===== src/rtl/mem_access_stage.sv =====
// mem_access_stage: MEM stage of the 5-stage MIPS pipeline.
// It captures one execute result and performs the LW/SW access over a req/ack data bus.
// If the bus does not ack within TIMEOUT cycles, the stage returns a bus error.
// Optional macro MEM_ALIGN_CHECK_EN: when defined, a misaligned LW/SW returns a bus error
// without issuing a request.
module mem_access_stage #(
    parameter int DATA_W  = 32,
    parameter int ADDR_W  = 32,
    parameter int TIMEOUT = 15
) (
    input  logic              clk,
    input  logic              rst,
    input  logic              done_in,
    output logic              ready_out,
    input  logic [DATA_W-1:0] alu_result,
    input  logic [DATA_W-1:0] store_data,
    input  logic [1:0]        mem_op,
    input  logic [4:0]        reg_dest,
    output logic              dmem_req,
    output logic              dmem_we,
    output logic [ADDR_W-1:0] dmem_addr,
    output logic [DATA_W-1:0] dmem_wdata,
    input  logic              dmem_ack,
    input  logic [DATA_W-1:0] dmem_rdata,
    output logic [DATA_W-1:0] lData,
    output logic [DATA_W-1:0] result_fromALU,
    output logic [1:0]        mem_op_out,
    output logic [4:0]        reg_dest_out,
    output logic              done_out,
    output logic              bus_err
);

    localparam logic [1:0] OP_LW = 2'b01;
    localparam logic [1:0] OP_SW = 2'b10;

    typedef enum logic {S_IDLE, S_ACCESS} state_t;

    state_t            state_q;
    logic [7:0]        timer_q;
    logic              req_q, we_q, done_q, err_q;
    logic [ADDR_W-1:0] addr_q;
    logic [DATA_W-1:0] wdata_q, ldata_q, alu_q;
    logic [1:0]        op_q;
    logic [4:0]        rd_q;

    logic is_mem_d;
    logic misalign_d;

    // Decode the incoming op; reserved encoding 11 behaves like NONE.
    always_comb begin
        is_mem_d = (mem_op == OP_LW) || (mem_op == OP_SW);
`ifdef MEM_ALIGN_CHECK_EN
        misalign_d = (alu_result[1:0] != 2'b00);
`else
        misalign_d = 1'b0;
`endif
    end

    // Stage FSM: capture in IDLE, hold the bus request in ACCESS until ack or timeout.
    always_ff @(posedge clk) begin
        if (rst) begin
            state_q <= S_IDLE;
            timer_q <= '0;
            req_q   <= 1'b0;
            we_q    <= 1'b0;
            addr_q  <= '0;
            wdata_q <= '0;
            ldata_q <= '0;
            alu_q   <= '0;
            op_q    <= '0;
            rd_q    <= '0;
            done_q  <= 1'b0;
            err_q   <= 1'b0;
        end else begin
            done_q <= 1'b0;
            err_q  <= 1'b0;
            case (state_q)
                S_IDLE: begin
                    if (done_in) begin
                        alu_q <= alu_result;
                        op_q  <= mem_op;
                        rd_q  <= reg_dest;
                        if (is_mem_d && misalign_d) begin
                            done_q  <= 1'b1;
                            err_q   <= 1'b1;
                            ldata_q <= '0;
                        end else if (is_mem_d) begin
                            state_q <= S_ACCESS;
                            req_q   <= 1'b1;
                            we_q    <= (mem_op == OP_SW);
                            addr_q  <= ADDR_W'(alu_result);
                            wdata_q <= store_data;
                            timer_q <= '0;
                        end else begin
                            done_q <= 1'b1;
                        end
                    end
                end
                S_ACCESS: begin
                    // Ack takes priority over a timeout that expires in the same cycle.
                    if (dmem_ack) begin
                        if (!we_q) ldata_q <= dmem_rdata;
                        req_q   <= 1'b0;
                        we_q    <= 1'b0;
                        done_q  <= 1'b1;
                        state_q <= S_IDLE;
                    end else if (timer_q == 8'(TIMEOUT - 1)) begin
                        req_q   <= 1'b0;
                        we_q    <= 1'b0;
                        done_q  <= 1'b1;
                        err_q   <= 1'b1;
                        ldata_q <= '0;
                        state_q <= S_IDLE;
                    end else begin
                        timer_q <= timer_q + 8'd1;
                    end
                end
                default: state_q <= S_IDLE;
            endcase
        end
    end

    assign ready_out      = (state_q == S_IDLE);
    assign dmem_req       = req_q;
    assign dmem_we        = we_q;
    assign dmem_addr      = addr_q;
    assign dmem_wdata     = wdata_q;
    assign lData          = ldata_q;
    assign result_fromALU = alu_q;
    assign mem_op_out     = op_q;
    assign reg_dest_out   = rd_q;
    assign done_out       = done_q;
    assign bus_err        = err_q;

endmodule


===== config.mk =====
export PLATFORM = sky130hd
export DESIGN_NAME = mem_access_stage
export DESIGN_NICKNAME = d
export VERILOG_FILES = /design/src/rtl/mem_access_stage.sv
export SDC_FILE = /design/constraint.sdc
export NUM_CORES = 1
export LEC_CHECK = 0
export BUFFER_PORTS_ARGS = -buffer_cell sky130_fd_sc_hd__buf_2
export CAP_MARGIN = 25
export CORE_MARGIN = 1.5
export CORE_UTILIZATION = 36
export CTS_CLUSTER_DIAMETER = 100
export DETAILED_ROUTE_END_ITERATION = 16
export PLACE_DENSITY = 0.75
export SETUP_SLACK_MARGIN = 0.02
export SLEW_MARGIN = 15
export SYNTH_ARGS = -nofsm -noshare
export SYNTH_HDL_FRONTEND = slang
export SYNTH_SLANG_ARGS = --single-unit

===== constraint.sdc =====
create_clock -name clk -period 2.9 [get_ports clk]
set_input_delay 0.435 -clock clk [delete_from_list [all_inputs] [get_ports clk]]
set_output_delay 0.435 -clock clk [all_outputs]
set_load 0.005 [all_outputs]

; Word-level counts from Yosys, hierarchy flattened
; Cells that the tools add are included.
[classes]
n_addsub = 1
mul = 0
div_mod_pow = 0
n_lt_le_gt_ge = 0
eq_ne = 9
shift = 0
muxes = 29
bitwise_logic = 1
n_reduce_logical = 6
[ops]
columns = op, count
row1 = 32-bit two-way mux, 4
row2 = 8-bit two-way mux, 4
row3 = 8-bit case mux with 2 select lines, 1
row4 = 1-bit two-way mux, 15
row5 = 1-bit case mux with 2 select lines, 5
row6 = 3-bit AND reduction, 3
row7 = 8-bit by 1-bit adder with 8-bit output (second input constant), 1
row8 = 8-bit by 4-bit equality test with 1-bit output (second input constant), 1
row9 = 2-bit != test (second input constant), 3
row10 = 4-bit AND reduction, 1
row11 = 3-bit by 2-bit != test with 1-bit output (second input constant), 1
row12 = 3-bit != test (second input constant), 1
row13 = 2-bit by 1-bit equality test with 1-bit output (second input constant), 1
row14 = 2-bit equality test (second input constant), 1
row15 = 2-bit by 1-bit != test with 1-bit output (second input constant), 1
row16 = 2-bit AND reduction, 1
row17 = 1-bit logical OR, 1
row18 = 1-bit inverter, 1
[totals]
reg_bits = 148
latchBits = 0
ramBits = 0
romBits = 0
inputBits = 107
out_inout_bits = 140
wordCells = 58
mem_count = 0

; Longest topological paths before layout
; Gate-level depths: netlist (run 1).
[logic_depth]
depth_word = 5
mapped_depth = 7
ltp_nobuf = 6

; Worst setup path before layout (run 1)
; No wires, ideal clock.
[synth_timing]
kind = input-to-reg
from = input port mem_op[0]
to = register timer_q[4]
setup_time_ns = 0.132
arrival_time_ns = 1.577
t_required_ns = 2.768
slack_ns = 1.191
path_stages = 7
path_buffers = 1
path_cell_list = inv_1 ha_1 or3b_1 buf_2 a22o_1 nand2_1 a21oi_1
[synth_between]
elab_chain_cells = 4
elab_cells_between_ends = 5
cone_classes = eq/ne (3) / reduce/logical (2)
[synth_rtl]
columns = element, line_no
row1 = from (decl), 17  ; input logic [1:0] mem_op,
row2 = 2-bit by 1-bit equality test with 1-bit output or 2-bit equality test (tied branches), 51  ; is_mem_d = (mem_op == OP_LW) || (mem_op == OP_SW);
row3 = 1-bit logical OR *, 51
row4 = 2-bit by 1-bit != test with 1-bit output (no source line) *, --
row5 = 4-bit AND reduction (no source line) *, --
row6 = to (signal assigned), 115  ; timer_q <= timer_q + 8'd1;
row7 = to (decl), 39  ; logic [7:0] timer_q;
; Every way passes the cells marked *; elsewhere a longest branch is shown, timed or not.
; A chain may end at the register's enable or synchronous reset.

; Worst setup path after layout (run 1)
[layout_timing]
from = register state_q
to = output port ready_out
[layout_between]
elab_chain_cells = 1
[layout_rtl]
columns = element, line_no
row1 = from (decl), 38  ; state_t state_q;
row2 = from (signal assigned), 62  ; state_q <= S_IDLE;
row3 = from (signal assigned), 88  ; state_q <= S_ACCESS;
row4 = from (signal assigned), 106  ; state_q <= S_IDLE;
row5 = 1-bit inverter (no source line), --
row6 = to (decl), 14  ; output logic ready_out,
; Every way passes these cells.

==> metrics.txt, run 1 <==
min-delay src store_data[11]; Slowest cell on crit path dfxtp_1; number of port buffers 246; CP max FO 34; Slew HR 0.516; Startpoint Class flop; CP arrival 1.58 ns; Final period util 0.694; Finished Layout Cells 1,093; yosys warns 0; Yosys top cell area share 0.552; setup_tns 0 ns; metal3 WL 1420 µm; Final Skew 0.00755 ns; Max H-tree Level 4; reg2reg end lData[26]; die width 125 µm; Tot GR Track Use 0.186; drt total wl 14,700 µm; die area 15,700 µm²; Clock Tree Buf Depth 2; clock tree root buffer cell clkbuf_16; Layout area overhead 36.1%; start of the worst register-to-register path state_q; Starting Density 0.369; Hold EP dmem_wdata[11]; sequential element share of the synthesized area 0.552; Inst Count DP 1,061; initial antenna violation count 0; Fillers 1,401; unrepaired setup endpoints after global routing no; Final #Nets 1,006; crit path kind reg2out; Met2 Wirelength 7120 µm; Async SR Flop Fraction 0; Peak VDD IR 566 µV; CTS tree yes; Synth area leaders dfxtp_1 55%, nand2_1 17%, a21oi_1 13%; Num CTS Buffers 17; DR vias 5,349; max incr delay on CP 0.65 ns; drt pass-1 iters 4; row count 44; TritonCTS Sinks 148; Avg WL per Cell 13.5 µm; Netlist cell types 34; clock-pin slew on the worst setup and hold paths 0.06 ns; crit path cell chain inv_1, buf_4, buf_2; Leak 3.29 nW; max cap viols 0; Final Power 4.88 mW; Worst Path Required 2.47 ns; count leader, synth nand2_1; pin count of the biggest net entering global routing 67; post-synthesis instance area 5370 µm²; Core Area 14,500 µm²; Post-synth EDFFs 0; Hold Crit Depth 3; antenna cells 0; die height 125 µm; mean post-synth cell area 8.00 µm²; Worst-Margin Slew 0.726 ns; Post-Route M1 WL 6020 µm; status finished, final reports clean; Residual DRC 0; power density over cell area 668 nW/µm²; Net Count, Synth 781; iteration-0 DRC count of the detailed router 288; final slew viol count 0; DP Wirelength 9960 µm; r2r worst-path depth 6; final setup fails 0; type of the worst min-delay path in2reg; Commonest cells post-synth 242 x nand2_1, 148 x dfxtp_1, 142 x a21oi_1, 29 x clkbuf_1, 24 x o21ai_0; number of synthesized register bits 148; routed vias/inst 4.89; Hold Violations, Final 0; routability cong. 0.776; vias in the first global route 4,963; Post-CTS Setup Inserts 0; Clock Latency Late Sink 0.42 ns; minimum clock period 2.01 ns; Design Area, Final 7310 µm²; post-route ant nets 0; setup slack, reg-to-reg 0.98 ns; share of cells above drive strength 1 0.326; IO Count 247; largest area contributor in the netlist dfxtp_1; Syn Inst Count 671; DP Area 6710 µm²; global-route wire length before repair 23,800 µm; post-CTS sizing 0; Top FF cell, synth dfxtp_1; top layer in use met4; CTS Hold Bufs 0; CP endpoint kind output port; grt total ovfl 0; Max Fclk 497 MHz
stage by stage:
stage	hold WS [ns]	utilization	worst slack [ns]
6_report	0.251	0.503	0.887
4_1_cts	0.235	0.503	0.880
5_1_grt	0.234	0.503	0.747
3_5_place_dp	0.443	0.462	0.763
3_3_place_gp	0.438	0.462	0.777
2_1_floorplan	0.453	-	1.19
where the power goes:
| part | internal, mW | switching [mW] |
|---|---|---|
| combinational | 0.208 | 0.291 |
| sequential | 2.14 | 0.0520 |
| clock | 1.34 | 0.846 |
| total | 3.69 | 1.19 |
worst max-delay path by stage:
| stage | start | end | cells past startpoint |
|---|---|---|---|
| floorplan | mem_op[0] | timer_q[4] | 7 |
| global placement | mem_op[0] | timer_q[4] | 8 |
| detailed placement | mem_op[0] | timer_q[4] | 8 |
| CTS | state_q | ready_out | 3 |
| global route | state_q | ready_out | 3 |
| finish | state_q | ready_out | 3 |
routing by layer:
layer,up-vias,track usage
met2,228,0.311
met1,2446,0.217
met3,15,0.0753
met4,0,0.0595
li1,2660,-
met5,-,0
critical path: cells and delay by family (launching register included):
kind | cells | cell delay (ns)
buffers and inverters | 3 | 0.52
flip-flops | 1 | 0.65
logic make-up (layout without fill, tap and decap cells):
logic type               count (synthesis)  in the layout  share of synthesized area
multiplexers                             1              1                    0.00210
buffers and inverters                   56            294                     0.0490
adder cells (fa/ha/maj)                  3              3                    0.00699
AND/OR/NAND/NOR                        277            277                      0.211
flip-flops                             148            148                      0.552
AO/OA/AOI/OAI                          186            186                      0.179
state kept, by name (all words and copies together), names as in the netlist:
register / count
dmem_req: 1
done_out: 1
dmem_we: 1
reg_dest_out: 5
bus_err: 1
timer_q: 8
state_q: 1
dmem_addr: 32
lData: 32
result_fromALU: 32
mem_op_out: 2
dmem_wdata: 32
cells in the final DEF (no fill, tap or decap), types with 4 or more instances in the layout:
cell type	netlist	layout
buf_2	15	245
nand2_1	242	242
dfxtp_1	148	148
a21oi_1	142	142
o21ai_0	24	24
clkbuf_16	0	17
o21ai_1	11	11
buf_4	5	10
nand3_1	9	9
inv_1	5	5
or3_1	4	4
final cells by class:
class | instances | area, µm² | share of cell area
sequential | 148 | 2960 | 0.405
multi-input combinational | 467 | 2160 | 0.295
timing repair buffer | 257 | 1340 | 0.184
clock buffer | 22 | 474 | 0.0649
tap | 184 | 230 | 0.0315
clock inverter | 10 | 121 | 0.0166
inverter | 5 | 18.8 | 0.00257
Note: power is estimated with default switching activity, not from simulation.
==> inputs of run 2 (changes only) <==
- ABC_AREA: unset -> 1
- PLACE_DENSITY: 0.75 -> 0.76
- clock period: 2.9 -> 1.8 ns (I/O delays scaled with it)
==> run 2 against run 1 <==
  * Synthesized cell count grew 23%
  * Critical endpoint unchanged
  * Flip-flop and latch count is the same
  * Via count is 9.3% higher
  * Core utilization shrank 0.75 points
  * Die area rose by 9.1%
  * Routed wire length increased by 9.6%
  * Non-clock buffer count is 5 higher
  * Count of clock-buffer cells in the layout fell by 2
  * Global-route usage is 0.087 points lower
  * Sequential share of layout area fell by 2.9 points
==> metrics.txt, run 2 <==
min-delay src reg_dest[1]; Starting Density 0.369; Fillers 1,601; CTS tree yes; Hold Violations, Final 0; minimum clock period 1.63 ns; dpl ws 0.215 ns; drt total wl 16,200 µm; Clock Tree Buf Depth 2; Worst Path Required 1.53 ns; Post-synth EDFFs 0; Worst-Margin Slew 0.692 ns; iteration-0 DRC count of the detailed router 185; Startpoint Class flop; Slew HR 0.539; row count 46; CP arrival 1.36 ns; max cap viols 0; CP endpoint kind output port; yosys warns 0; multi-input logic area 2340 µm²; Final #Nets 1,160; grt total ovfl 0; number of port buffers 246; Syn Inst Count 823; Residual DRC 0; power density over cell area 1030 nW/µm²; TritonCTS Sinks 148; share of cells above drive strength 1 0.282; reg2reg end timer_q[7]; initial antenna violation count 2; Commonest cells post-synth 316 x nand2_1, 148 x dfxtp_1, 104 x a21oi_1, 78 x inv_1, 58 x nor2_1; Final Skew 0.00847 ns; unrepaired setup endpoints after global routing no; die width 131 µm; start of the worst register-to-register path timer_q[0]; Final period util 0.903; final worst slack 0.175 ns; CP max FO 19; Avg WL per Cell 12.6 µm; clock-pin slew on the worst setup and hold paths 0.06 ns; vias in the first global route 5,136; status finished, final reports clean; Synth area leaders dfxtp_1 51%, nand2_1 20%, a21oi_1 8.9%; DP Wirelength 11,200 µm; post-route ant nets 0; largest area contributor in the netlist dfxtp_1; Max Fclk 615 MHz; Reg area 2960 µm²; Clock Latency Late Sink 0.42 ns; Netlist cell types 26; Num CTS Buffers 17; r2r worst-path depth 8; die height 131 µm; antenna cells 0; Layout area overhead 34.1%; final core area utilization 0.495; Async SR Flop Fraction 0; commonest non-fill, non-tap cell in the layout nand2_1; drt pass-1 iters 6; die area 17,100 µm²; Design Area, Final 7870 µm²; mean post-synth cell area 7.13 µm²; Yosys top cell area share 0.505; Core Area 15,900 µm²; type of the worst min-delay path in2reg; Hold EP reg_dest_out[1]; Leak 3.98 nW; post-synthesis instance area 5870 µm²; global-route wire length before repair 24,800 µm; Peak VDD IR 603 µV; setup_tns 0 ns; routability cong. 0.814; Max H-tree Level 4; DP Area 7290 µm²; IO Count 247; crit path kind reg2out; Hold Crit Depth 3; hold_ws 0.0891 ns; routed vias/inst 4.58; most frequent cells in the layout 316 x nand2_1, 245 x buf_2, 148 x dfxtp_1; count leader, synth nand2_1; pin count of the biggest net entering global routing 68; final setup fails 0; Tot GR Track Use 0.185; setup slack, reg-to-reg 0.19 ns; Net Count, Synth 933; final slew viol count 0; sequential element share of the synthesized area 0.505; number of synthesized register bits 148; DR vias 5,847; CTS Hold Bufs 0; clock tree root buffer cell clkbuf_16; Top FF cell, synth dfxtp_1
==> run 2: cell count changes after synthesis, sizes merged, moves of 4 or more <==
cell,change
nor2,+57
buf,+5
o21ai,-20
or3,-4
o21bai,+4
inv,+74
nand2,+76
a21oi,-38
nand4,+24
==> run 2: layout make-up <==
class | count | area share
clock inverter | 11 | 0.0164
multi-input combinational | 541 | 0.297
inverter | 80 | 0.0382
clock buffer | 20 | 0.0568
timing repair buffer | 262 | 0.181
tap | 216 | 0.0344
sequential | 148 | 0.377
==> run 2: power breakdown <==
group	internal, mW	switching [mW]
logic	0.451	0.610
clock network	2.08	1.38
registers	3.48	0.103
total	6.01	2.10
==> run 2: how the worst max path moves through the flow <==
stage               startpoint    endpoint  cells after the start
floorplan           timer_q[0]   lData[21]                      9
global placement    timer_q[0]  timer_q[6]                      8
detailed placement  timer_q[0]  timer_q[1]                      8
CTS                    state_q   ready_out                      3
global route        timer_q[0]  timer_q[1]                      8
finish                 state_q   ready_out                      3
==> run 2: routing by layer <==
layer  GRT usage  share of wire  vias to the layer above
li1            -              -                     3006
met1       0.210           0.43                     2611
met2       0.310           0.46                      208
met3      0.0867           0.10                       18
met4      0.0588          0.011                        4
met5           0         0.0018                        -
==> run 2: stage by stage <==
stage,std cells,power [mW]
6_report,1278,8.11
5_1_grt,1278,8.52
4_1_cts,1278,8.22
3_5_place_dp,1247,4.72
3_3_place_gp,1247,4.70
2_1_floorplan,823,4.24
==> run 2: kinds of logic (layout without fill, tap and decap cells) <==
logic type / Yosys count / count (layout) / synth area share
simple gates: 414 / 414 / 0.282
flops: 148 / 148 / 0.505
buf+inv: 134 / 373 / 0.0962
compound gates: 124 / 124 / 0.110
fa+ha+maj: 3 / 3 / 0.00640
==> run 2: repair_timing <==
action / 4_1_cts / 5_1_grt
endpoints found under the hold margin: 0 / 0
setup endpoints to repair: 0 / 1
buffers inserted: 0 / 0
resized for setup: 0 / 1
==> run 2: worst max-delay path, stage by stage, from the launching register on <==
cell and delay, ns:
dfxtp_1 0.42, buf_6 0.22, inv_1 0.13, buf_2 0.17
